$ cat src/rtl/jdivider_pkg.sv
// Shared types and constants for the restoring divider.
//   state_e            : divider FSM states (IDLE, CALC, DONE)
//   DIV_DEFAULT_WIDTH  : default operand/quotient/remainder width
package jdivider_pkg;

    localparam int DIV_DEFAULT_WIDTH = 4;

    typedef enum logic [1:0] {
        IDLE = 2'd0,
        CALC = 2'd1,
        DONE = 2'd2
    } state_e;

endpackage

$ cat src/rtl/jcla_subtractor.sv
// Carry-lookahead subtractor: diff = a - b.
// Same generate/propagate structure as the team CLA adder, with b inverted
// internally and carry-in tied high (two's complement subtraction).
//   a_i        : minuend
//   b_i        : subtrahend
//   diff_o     : a_i - b_i (modulo 2^N)
//   carryout_o : 1 = no borrow (a_i >= b_i), 0 = borrow
module jcla_subtractor #(
    parameter int N = 5
) (
    input  logic [N-1:0] a_i,
    input  logic [N-1:0] b_i,
    output logic [N-1:0] diff_o,
    output logic         carryout_o
);

    logic [N-1:0] b_n;
    logic [N-1:0] g;
    logic [N-1:0] p;
    logic [N:0]   c;
    logic         acc;
    logic         run;

    assign b_n = ~b_i;
    assign g   = a_i & b_n;
    assign p   = a_i ^ b_n;

    // Each carry is expanded in flat lookahead form from g/p and the tied-high
    // carry-in, so no carry depends on a previously computed carry.
    always_comb begin
        c    = '0;
        c[0] = 1'b1;
        acc  = 1'b0;
        run  = 1'b1;
        for (int i = 0; i < N; i++) begin
            acc = 1'b0;
            for (int j = 0; j <= i; j++) begin
                run = g[j];
                for (int k = j + 1; k <= i; k++) begin
                    run = run & p[k];
                end
                acc = acc | run;
            end
            run = 1'b1;
            for (int k = 0; k <= i; k++) begin
                run = run & p[k];
            end
            acc      = acc | run;
            c[i + 1] = acc;
        end
    end

    assign diff_o     = p ^ c[N-1:0];
    assign carryout_o = c[N];

endmodule

$ cat src/rtl/jrestoring_divider.sv
// Multi-cycle unsigned restoring divider, one quotient bit per clock, with a
// start/done handshake. Trial subtraction uses the CLA subtractor.
//   clk_i          : rising-edge clock
//   reset_i        : synchronous active-high reset
//   start_i        : request a division (sampled only while not busy)
//   dividend_i     : numerator, captured on accepted start
//   divisor_i      : denominator, captured on accepted start
//   busy_o         : high while iterating
//   done_o         : one-cycle pulse, results valid and updated
//   quotient_o     : registered quotient, held until next completion
//   remainder_o    : registered remainder, held until next completion
//   div_by_zero_o  : registered flag for the last completed operation
//
// state | meaning
// IDLE  | waiting for start
// CALC  | shifting/subtracting, one quotient bit per edge
// DONE  | done pulse; a new start may be accepted in this cycle
module jrestoring_divider
    import jdivider_pkg::*;
#(
    parameter int WIDTH = DIV_DEFAULT_WIDTH
) (
    input  logic             clk_i,
    input  logic             reset_i,
    input  logic             start_i,
    input  logic [WIDTH-1:0] dividend_i,
    input  logic [WIDTH-1:0] divisor_i,
    output logic             busy_o,
    output logic             done_o,
    output logic [WIDTH-1:0] quotient_o,
    output logic [WIDTH-1:0] remainder_o,
    output logic             div_by_zero_o
);

    localparam int CW = $clog2(WIDTH + 1);

    state_e           state_q;
    logic [CW-1:0]    count_q;
    logic [WIDTH-1:0] p_q;
    logic [WIDTH-1:0] q_q;
    logic [WIDTH-1:0] divisor_q;
    logic             busy_q;
    logic             done_q;
    logic [WIDTH-1:0] quotient_q;
    logic [WIDTH-1:0] remainder_q;
    logic             dbz_q;

    // The partial remainder is always below the divisor after each step, so
    // the top bit of the (WIDTH+1)-bit P register is always zero and is not
    // stored; it reappears only as the bit shifted in from the left.
    logic [WIDTH:0]   p_shift;
    logic [WIDTH-1:0] q_shift;
    logic [WIDTH:0]   sub_diff;
    logic             sub_nobrw;
    logic [WIDTH-1:0] p_d;
    logic [WIDTH-1:0] q_d;
    logic             diff_msb_unused;

    assign p_shift = {p_q, q_q[WIDTH-1]};
    assign q_shift = {q_q[WIDTH-2:0], 1'b0};

    jcla_subtractor #(
        .N (WIDTH + 1)
    ) u_sub (
        .a_i        (p_shift),
        .b_i        ({1'b0, divisor_q}),
        .diff_o     (sub_diff),
        .carryout_o (sub_nobrw)
    );

    // When no borrow occurs the result is below the divisor, so its MSB is 0.
    assign diff_msb_unused = sub_diff[WIDTH];

    assign p_d = sub_nobrw ? sub_diff[WIDTH-1:0] : p_shift[WIDTH-1:0];
    assign q_d = {q_shift[WIDTH-1:1], sub_nobrw};

    always_ff @(posedge clk_i) begin
        if (reset_i) begin
            state_q     <= IDLE;
            count_q     <= '0;
            p_q         <= '0;
            q_q         <= '0;
            divisor_q   <= '0;
            busy_q      <= 1'b0;
            done_q      <= 1'b0;
            quotient_q  <= '0;
            remainder_q <= '0;
            dbz_q       <= 1'b0;
        end else begin
            case (state_q)
                IDLE, DONE: begin
                    done_q  <= 1'b0;
                    state_q <= IDLE;
                    if (start_i) begin
                        if (divisor_i != '0) begin
                            divisor_q <= divisor_i;
                            p_q       <= '0;
                            q_q       <= dividend_i;
                            count_q   <= '0;
                            busy_q    <= 1'b1;
                            state_q   <= CALC;
                        end else begin
                            quotient_q  <= '1;
                            remainder_q <= dividend_i;
                            dbz_q       <= 1'b1;
                            done_q      <= 1'b1;
                            state_q     <= DONE;
                        end
                    end
                end
                CALC: begin
                    p_q     <= p_d;
                    q_q     <= q_d;
                    count_q <= count_q + CW'(1);
                    if (count_q == CW'(WIDTH - 1)) begin
                        quotient_q  <= q_d;
                        remainder_q <= p_d;
                        dbz_q       <= 1'b0;
                        busy_q      <= 1'b0;
                        done_q      <= 1'b1;
                        state_q     <= DONE;
                    end
                end
                default: begin
                    busy_q  <= 1'b0;
                    done_q  <= 1'b0;
                    state_q <= IDLE;
                end
            endcase
        end
    end

    assign busy_o        = busy_q;
    assign done_o        = done_q;
    assign quotient_o    = quotient_q;
    assign remainder_o   = remainder_q;
    assign div_by_zero_o = dbz_q;

endmodule

$ cat config.mk
export PLATFORM = sky130hd
export DESIGN_NAME = jrestoring_divider
export DESIGN_NICKNAME = d
export VERILOG_FILES = /design/src/rtl/jdivider_pkg.sv /design/src/rtl/jcla_subtractor.sv /design/src/rtl/jrestoring_divider.sv
export SDC_FILE = /design/constraint.sdc
export NUM_CORES = 1
export LEC_CHECK = 0
export CAP_MARGIN = 15
export CELL_PAD_IN_SITES_DETAIL_PLACEMENT = 0
export CELL_PAD_IN_SITES_GLOBAL_PLACEMENT = 2
export CORE_MARGIN = 5
export CORE_UTILIZATION = 31
export DETAILED_ROUTE_END_ITERATION = 8
export PLACE_DENSITY_LB_ADDON = 0.1
export SYNTH_ARGS = -nofsm -noshare
export SYNTH_HDL_FRONTEND = slang
export SYNTH_SLANG_ARGS = --single-unit
$ cat constraint.sdc
create_clock -name clk_i -period 2.25 [get_ports clk_i]
set_input_delay 0.45 -clock clk_i [delete_from_list [all_inputs] [get_ports clk_i]]
set_output_delay 0.45 -clock clk_i [all_outputs]
set_load 0.02 [all_outputs]
==> results.sh, run 1 <==
export IMPL_status="finished clean"
export IMPL_ir_drop_uv=248.6
export IMPL_power_leakage_nw=0.6345
export IMPL_overflow=0
export IMPL_cts_sinks=27
export IMPL_cts_tree="done"
export IMPL_routed_wl_um=3383
export IMPL_antenna_found_initial=0
export IMPL_drc=0
export IMPL_fin_area_um2=1700
export IMPL_relSlewSlack=0.5512
export IMPL_cp_end_kind="register"
export IMPL_cap_violations=0
export IMPL_whs_path_depth=2
export IMPL_portBuffers=21
export IMPL_n_fill_cell=453
export IMPL_worstRegToRegCells=6
export IMPL_ios=22
export IMPL_min_period_over_period=0.8784
export IMPL_routedWlPerCell_um=14.15
export IMPL_clk_pin_slew_ns=0.10
export IMPL_syn_inst=163
export IMPL_synth_area_top_cells="dfxtp_1, ha_1, nor2_1"
export IMPL_setup_violations=0
export IMPL_fin_util=0.3960
export IMPL_cts_inserted_buffers=3
export IMPL_min_from="remainder_o[3]$_SDFFE_PP0P_"
export IMPL_rrSetupSlack_ns=0.27
export IMPL_nets=206
export IMPL_max_freq_mhz=506.0
export IMPL_slowest_delay_ns=0.44
export IMPL_drt_iter0_drc=32
export IMPL_syn_num_nets=181
export IMPL_synth_top_cell_by_area="dfxtp_1"
export IMPL_first_global_vias=1111
export IMPL_clock_root_buffer="clkbuf_8"
export IMPL_grt_pass1_wl_um=5616
export IMPL_grt_max_degree=30
export IMPL_hp_class="reg -> reg"
export IMPL_yosys_warnings=0
export IMPL_tightest_slew_ns=0.6733
export IMPL_regArea_um2=540.5
export IMPL_critPathKind="reg -> reg"
export IMPL_crit_start="q_q[3]$_SDFFE_PP0P_"
export IMPL_rsz0062_at_grt="no"
export IMPL_ys_types=40
export IMPL_r2r_start="q_q[3]$_SDFFE_PP0P_"
export IMPL_die_area_um2=5798
export IMPL_total_power_w=0.001032
export IMPL_syn_area_um2=1356
export IMPL_clk_path_buf_depth=2
export IMPL_cp_depth=6
export IMPL_cts_resized=0
export IMPL_worstPathArrival_ns=2.21
export IMPL_diodes=0
export IMPL_postCtsHoldBufs=0
export IMPL_critPathTopFamily="compound AO/OA/AOI/OAI gates"
export IMPL_insertion_delay_ns=0.28
export IMPL_drt_pass1_iterations=4
export IMPL_drive_above_1_share=0.1070
export IMPL_synth_ff_latch_count=27
export IMPL_crit_path_max_fanout=4
export IMPL_placed_cell_area_um2=1652
export IMPL_synthArstFlopShare=0
export IMPL_die_w_um=76.15
export IMPL_grt_usage=0.1180
export IMPL_layout_commonest_cell="dfxtp_1"
export IMPL_htreeDepth=1
export IMPL_path_cells="inv_1 -> ha_1 -> o21a_1 -> o32a_1 -> a221oi_1 -> o221a_2"
export IMPL_hold_viol_final=0
export IMPL_routed_via_density=5.092
export IMPL_worst_path_buf_inv=1
export IMPL_ant_nets=0
export IMPL_multiInputGateArea_um2=719.4
export IMPL_p_per_area_nw_per_um2=607.2
export IMPL_start_kind="register"
export IMPL_core_um2=4294
export IMPL_hpwl_um=2607
export IMPL_drv_slew=0
export IMPL_placementRows=24
export IMPL_synth_top_area_frac=0.3985
export IMPL_layout_common_cells="dfxtp_1, nor2_1, clkdlybuf4s50_1, a21oi_1, nand2_1"
export IMPL_crit_slowest_cell="a221oi_1"
export IMPL_route_vias_total=1217
export IMPL_postCtsSetupRepairBufs=0
export IMPL_dieHeight_um=76.15
export IMPL_start_util=0.3159
export IMPL_ys_flop_type="dfxtp_1"
export IMPL_routabilityCongestion=0.8503
export IMPL_synth_area_per_cell_um2=8.321
export IMPL_crit_required_ns=2.48
export IMPL_syn2layout_area_growth_pct=25.37
export IMPL_seq_area_frac_synth=0.3985
export IMPL_layout_min_cycle_time_ns=1.976
export IMPL_skew_ns=0.001470
export IMPL_whs_ns=0.4758
export IMPL_synth_edf_count=0
-- kinds of logic after synthesis --
group,count (synthesis),share of synthesized area
buffers and inverters,22,0.07104
AO/OA/AOI/OAI,41,0.2196
flip-flops,27,0.3985
AND/OR/NAND/NOR,63,0.2214
adder cells (fa/ha/maj),7,0.06457
XOR/XNOR,1,0.006459
multiplexers,2,0.01845
-- final timing paths --
kind	to
worst min-delay path	remainder_o[3]$_SDFFE_PP0P_
worst max-delay path	remainder_o[2]$_SDFFE_PP0P_
worst max register to register	remainder_o[2]$_SDFFE_PP0P_
worst min register to register	remainder_o[3]$_SDFFE_PP0P_
-- routing by layer --
metal | global-route usage | wire length [µm] | share of wire
met1 | 0.1641 | 1670 | 0.49
met2 | 0.1781 | 1538 | 0.45
met3 | 0.02600 | 125 | 0.037
met4 | 0.04196 | 48 | 0.014
met5 | 0 | 0 | 0
-- sequential cells by signal, indices dropped and copies added, names as in the netlist --
signal	cells
div_by_zero_o	1
quotient_o	4
p_q	4
remainder_o	4
busy_o	1
divisor_q	4
state_q	1
count_q	3
q_q	4
done_o	1
-- metrics by stage --
step                worst slack, ns  instances  TNS (ns)
finish                       0.2737        239         0
global route                 0.1528        239         0
CTS                          0.2735        239         0
detailed placement         -0.02501        235  -0.02501
global placement            0.07303        235         0
floorplan                    0.4400        163         0
-- power breakdown --
part	internal, W	switching, W
combinational	0.000104	0.000118
clock	0.000126	0.000165
sequential	0.000502	0.0000168
-- cell type report --
cell class,count,share of cell area
clock buffers,3,0.02428
clock inverters,1,0.004415
repair buffers,31,0.1678
well taps,52,0.03826
flip-flops and latches,27,0.3179
multi-input cells,114,0.4231
inverters,11,0.02428
-- worst min-delay path: stages (launching register included) --
cell	delay, ns
dfxtp_1	0.33
inv_1	0.05
a221oi_1	0.06
-- cell usage after synthesis (2+ instances only) --
library cell  instances
a211oi_1              2
a21oi_1              14
a221oi_1              3
a22oi_1               2
a311oi_1              4
buf_2                 2
clkbuf_1              7
dfxtp_1              27
ha_1                  7
inv_1                11
nand2_1              12
nand2b_1              3
nand3_1               5
nor2_1               23
nor2b_1               3
nor3_1               11
o21ai_0               3
or4_4                 2
Power figures use the tool's default switching activity.
==> run 2, diff against run 1 <==
Settings changed: CTS_BUF_LIST set to sky130_fd_sc_hd__clkbuf_16, CTS_CLUSTER_SIZE set to 12.
==> results.sh, run 2 (synthesis results as in run 1) <==
export IMPL_fin_area_um2=1734
export IMPL_nets=206
export IMPL_p_clk_frac=0.360
export IMPL_syn2layout_area_growth_pct=27.86
export IMPL_p_per_area_nw_per_um2=668.6
export IMPL_placementRows=24
export IMPL_switching_share=0.2683
export IMPL_routabilityCongestion=0.8503
export IMPL_antenna_found_initial=0
export IMPL_whs_path_depth=2
export IMPL_status="finished clean"
export IMPL_portBuffers=21
export IMPL_p_int_w=0.0008483
export IMPL_pwr_share_seq=0.447
export IMPL_routedWlPerCell_um=14.23
export IMPL_clock_root_buffer="clkbuf_16"
export IMPL_critPathTopFamily="simple AND/OR/NAND/NOR gates"
export IMPL_min_to="remainder_o[3]$_SDFFE_PP0P_"
export IMPL_overflow=0
export IMPL_crit_start="divisor_i[0]"
export IMPL_ir_drop_uv=277.4
export IMPL_n_fill_cell=452
export IMPL_layout_commonest_cell="dfxtp_1"
export IMPL_drive_above_1_share=0.1070
export IMPL_cts_resized=0
export IMPL_layout_min_cycle_time_ns=1.986
export IMPL_hp_class="reg -> reg"
export IMPL_min_from="remainder_o[3]$_SDFFE_PP0P_"
export IMPL_cts_inserted_buffers=3
export IMPL_route_vias_total=1202
export IMPL_grt_usage=0.1177
export IMPL_start_util=0.3159
export IMPL_power_leakage_nw=0.6499
export IMPL_grt_max_degree=30
export IMPL_start_kind="primary input"
export IMPL_slowest_delay_ns=0.60
export IMPL_ios=22
export IMPL_insertion_delay_ns=0.26
export IMPL_power_switching_w=0.0003111
export IMPL_hpwl_um=2607
export IMPL_first_global_vias=1109
export IMPL_crit_path_max_fanout=8
export IMPL_core_um2=4294
export IMPL_clk_path_buf_depth=2
export IMPL_worst_path_buf_inv=1
export IMPL_whs_ns=0.4721
export IMPL_crit_required_ns=2.42
export IMPL_layout_common_cells="dfxtp_1, nor2_1, clkdlybuf4s50_1, a21oi_1, nand2_1"
export IMPL_drv_slew=0
export IMPL_cap_violations=0
export IMPL_r2r_start="q_q[3]$_SDFFE_PP0P_"
export IMPL_setup_violations=0
export IMPL_path_cells="clkdlybuf4s50_1 -> or4_4 -> nor2b_1 -> nor2_1 -> a221oi_1"
export IMPL_diodes=0
export IMPL_worstRegToRegCells=6
export IMPL_skew_ns=0.003239
export IMPL_drc=0
export IMPL_die_area_um2=5798
export IMPL_min_period_over_period=0.8826
export IMPL_routed_via_density=5.029
export IMPL_rsz0062_at_grt="no"
export IMPL_die_w_um=76.15
export IMPL_drt_iter0_drc=47
export IMPL_routed_wl_um=3401
export IMPL_relSlewSlack=0.5510
export IMPL_p_comb_frac=0.192
export IMPL_htreeDepth=1
export IMPL_cp_end_kind="register"
export IMPL_max_freq_mhz=503.6
export IMPL_crit_slowest_cell="or4_4"
export IMPL_worstPathArrival_ns=2.16
export IMPL_cts_tree="done"
export IMPL_placed_cell_area_um2=1652
export IMPL_drt_pass1_iterations=4
export IMPL_grt_pass1_wl_um=5609
export IMPL_tightest_slew_ns=0.6735
export IMPL_postCtsSetupRepairBufs=0
export IMPL_cts_sinks=27
export IMPL_dieHeight_um=76.15
export IMPL_clk_pin_slew_ns=0.07
export IMPL_postCtsHoldBufs=0
export IMPL_rrSetupSlack_ns=0.28
export IMPL_critPathKind="in -> reg"
export IMPL_worstReg2RegEnd="remainder_o[1]$_SDFFE_PP0P_"
export IMPL_hold_viol_final=0
export IMPL_ant_nets=0
## run 2: tightest hold or removal path: cells and delay by family (launching register included)
kind                   cells  cell delay, ns
DFF                        1            0.31
AOI/OAI and AO/OA          1            0.06
buffers and inverters      1            0.05
## run 2: metrics by stage
step | setup TNS, ns | worst slack (ns) | cells | power (W) | util
after floorplan | 0 | 0.4400 | 163 | 0.0006748 | -
after global placement | 0 | 0.07303 | 235 | 0.0007510 | 0.3846
after detailed placement | -0.02501 | -0.02501 | 235 | 0.0007541 | 0.3846
after CTS | 0 | 0.2511 | 239 | 0.001174 | 0.4038
after global routing | 0 | 0.1543 | 239 | 0.001215 | 0.4038
final | 0 | 0.2642 | 239 | 0.001159 | 0.4038
## run 2: final cells by class
class | instances | area (µm²) | share of cell area
Clock buffer | 3 | 75.07 | 0.04329
Clock inverter | 1 | 7.507 | 0.004329
Inverter | 11 | 41.29 | 0.02381
Multi-Input combinational cell | 114 | 719.4 | 0.4149
Sequential cell | 27 | 540.5 | 0.3117
Tap cell | 52 | 65.06 | 0.03752
Timing Repair Buffer | 31 | 285.3 | 0.1645
## run 2: metal layers
metal / vias to the layer above / wire, µm / global-route usage
li1: 625 / - / -
met1: 562 / 1735 / 0.1627
met2: 13 / 1527 / 0.1789
met3: 2 / 113 / 0.02600
met4: 0 / 24 / 0.04196
met5: - / 0 / 0
## run 2: power groups by stage
| stage | clock network [W] | registers (W) | logic, W |
|---|---|---|---|
| 2_1_floorplan | 0 | 0.000532 | 0.000142 |
| 3_3_place_gp | 0 | 0.000530 | 0.000221 |
| 3_5_place_dp | 0 | 0.000530 | 0.000224 |
| 4_1_cts | 0.000430 | 0.000519 | 0.000225 |
| 5_1_grt | 0.000445 | 0.000522 | 0.000247 |
| 6_report | 0.000418 | 0.000519 | 0.000223 |
## run 2: worst max path at each step
stage                                        endpoint  slack (ns)  cells past startpoint
final                     remainder_o[0]$_SDFFE_PP0P_        0.26                      5
after global routing      remainder_o[0]$_SDFFE_PP0P_        0.15                      5
after CTS                 remainder_o[0]$_SDFFE_PP0P_        0.25                      5
after detailed placement  remainder_o[0]$_SDFFE_PP0P_       -0.03                      5
after global placement    remainder_o[0]$_SDFFE_PP0P_        0.07                      5
after floorplan           remainder_o[1]$_SDFFE_PP0P_        0.44                      6
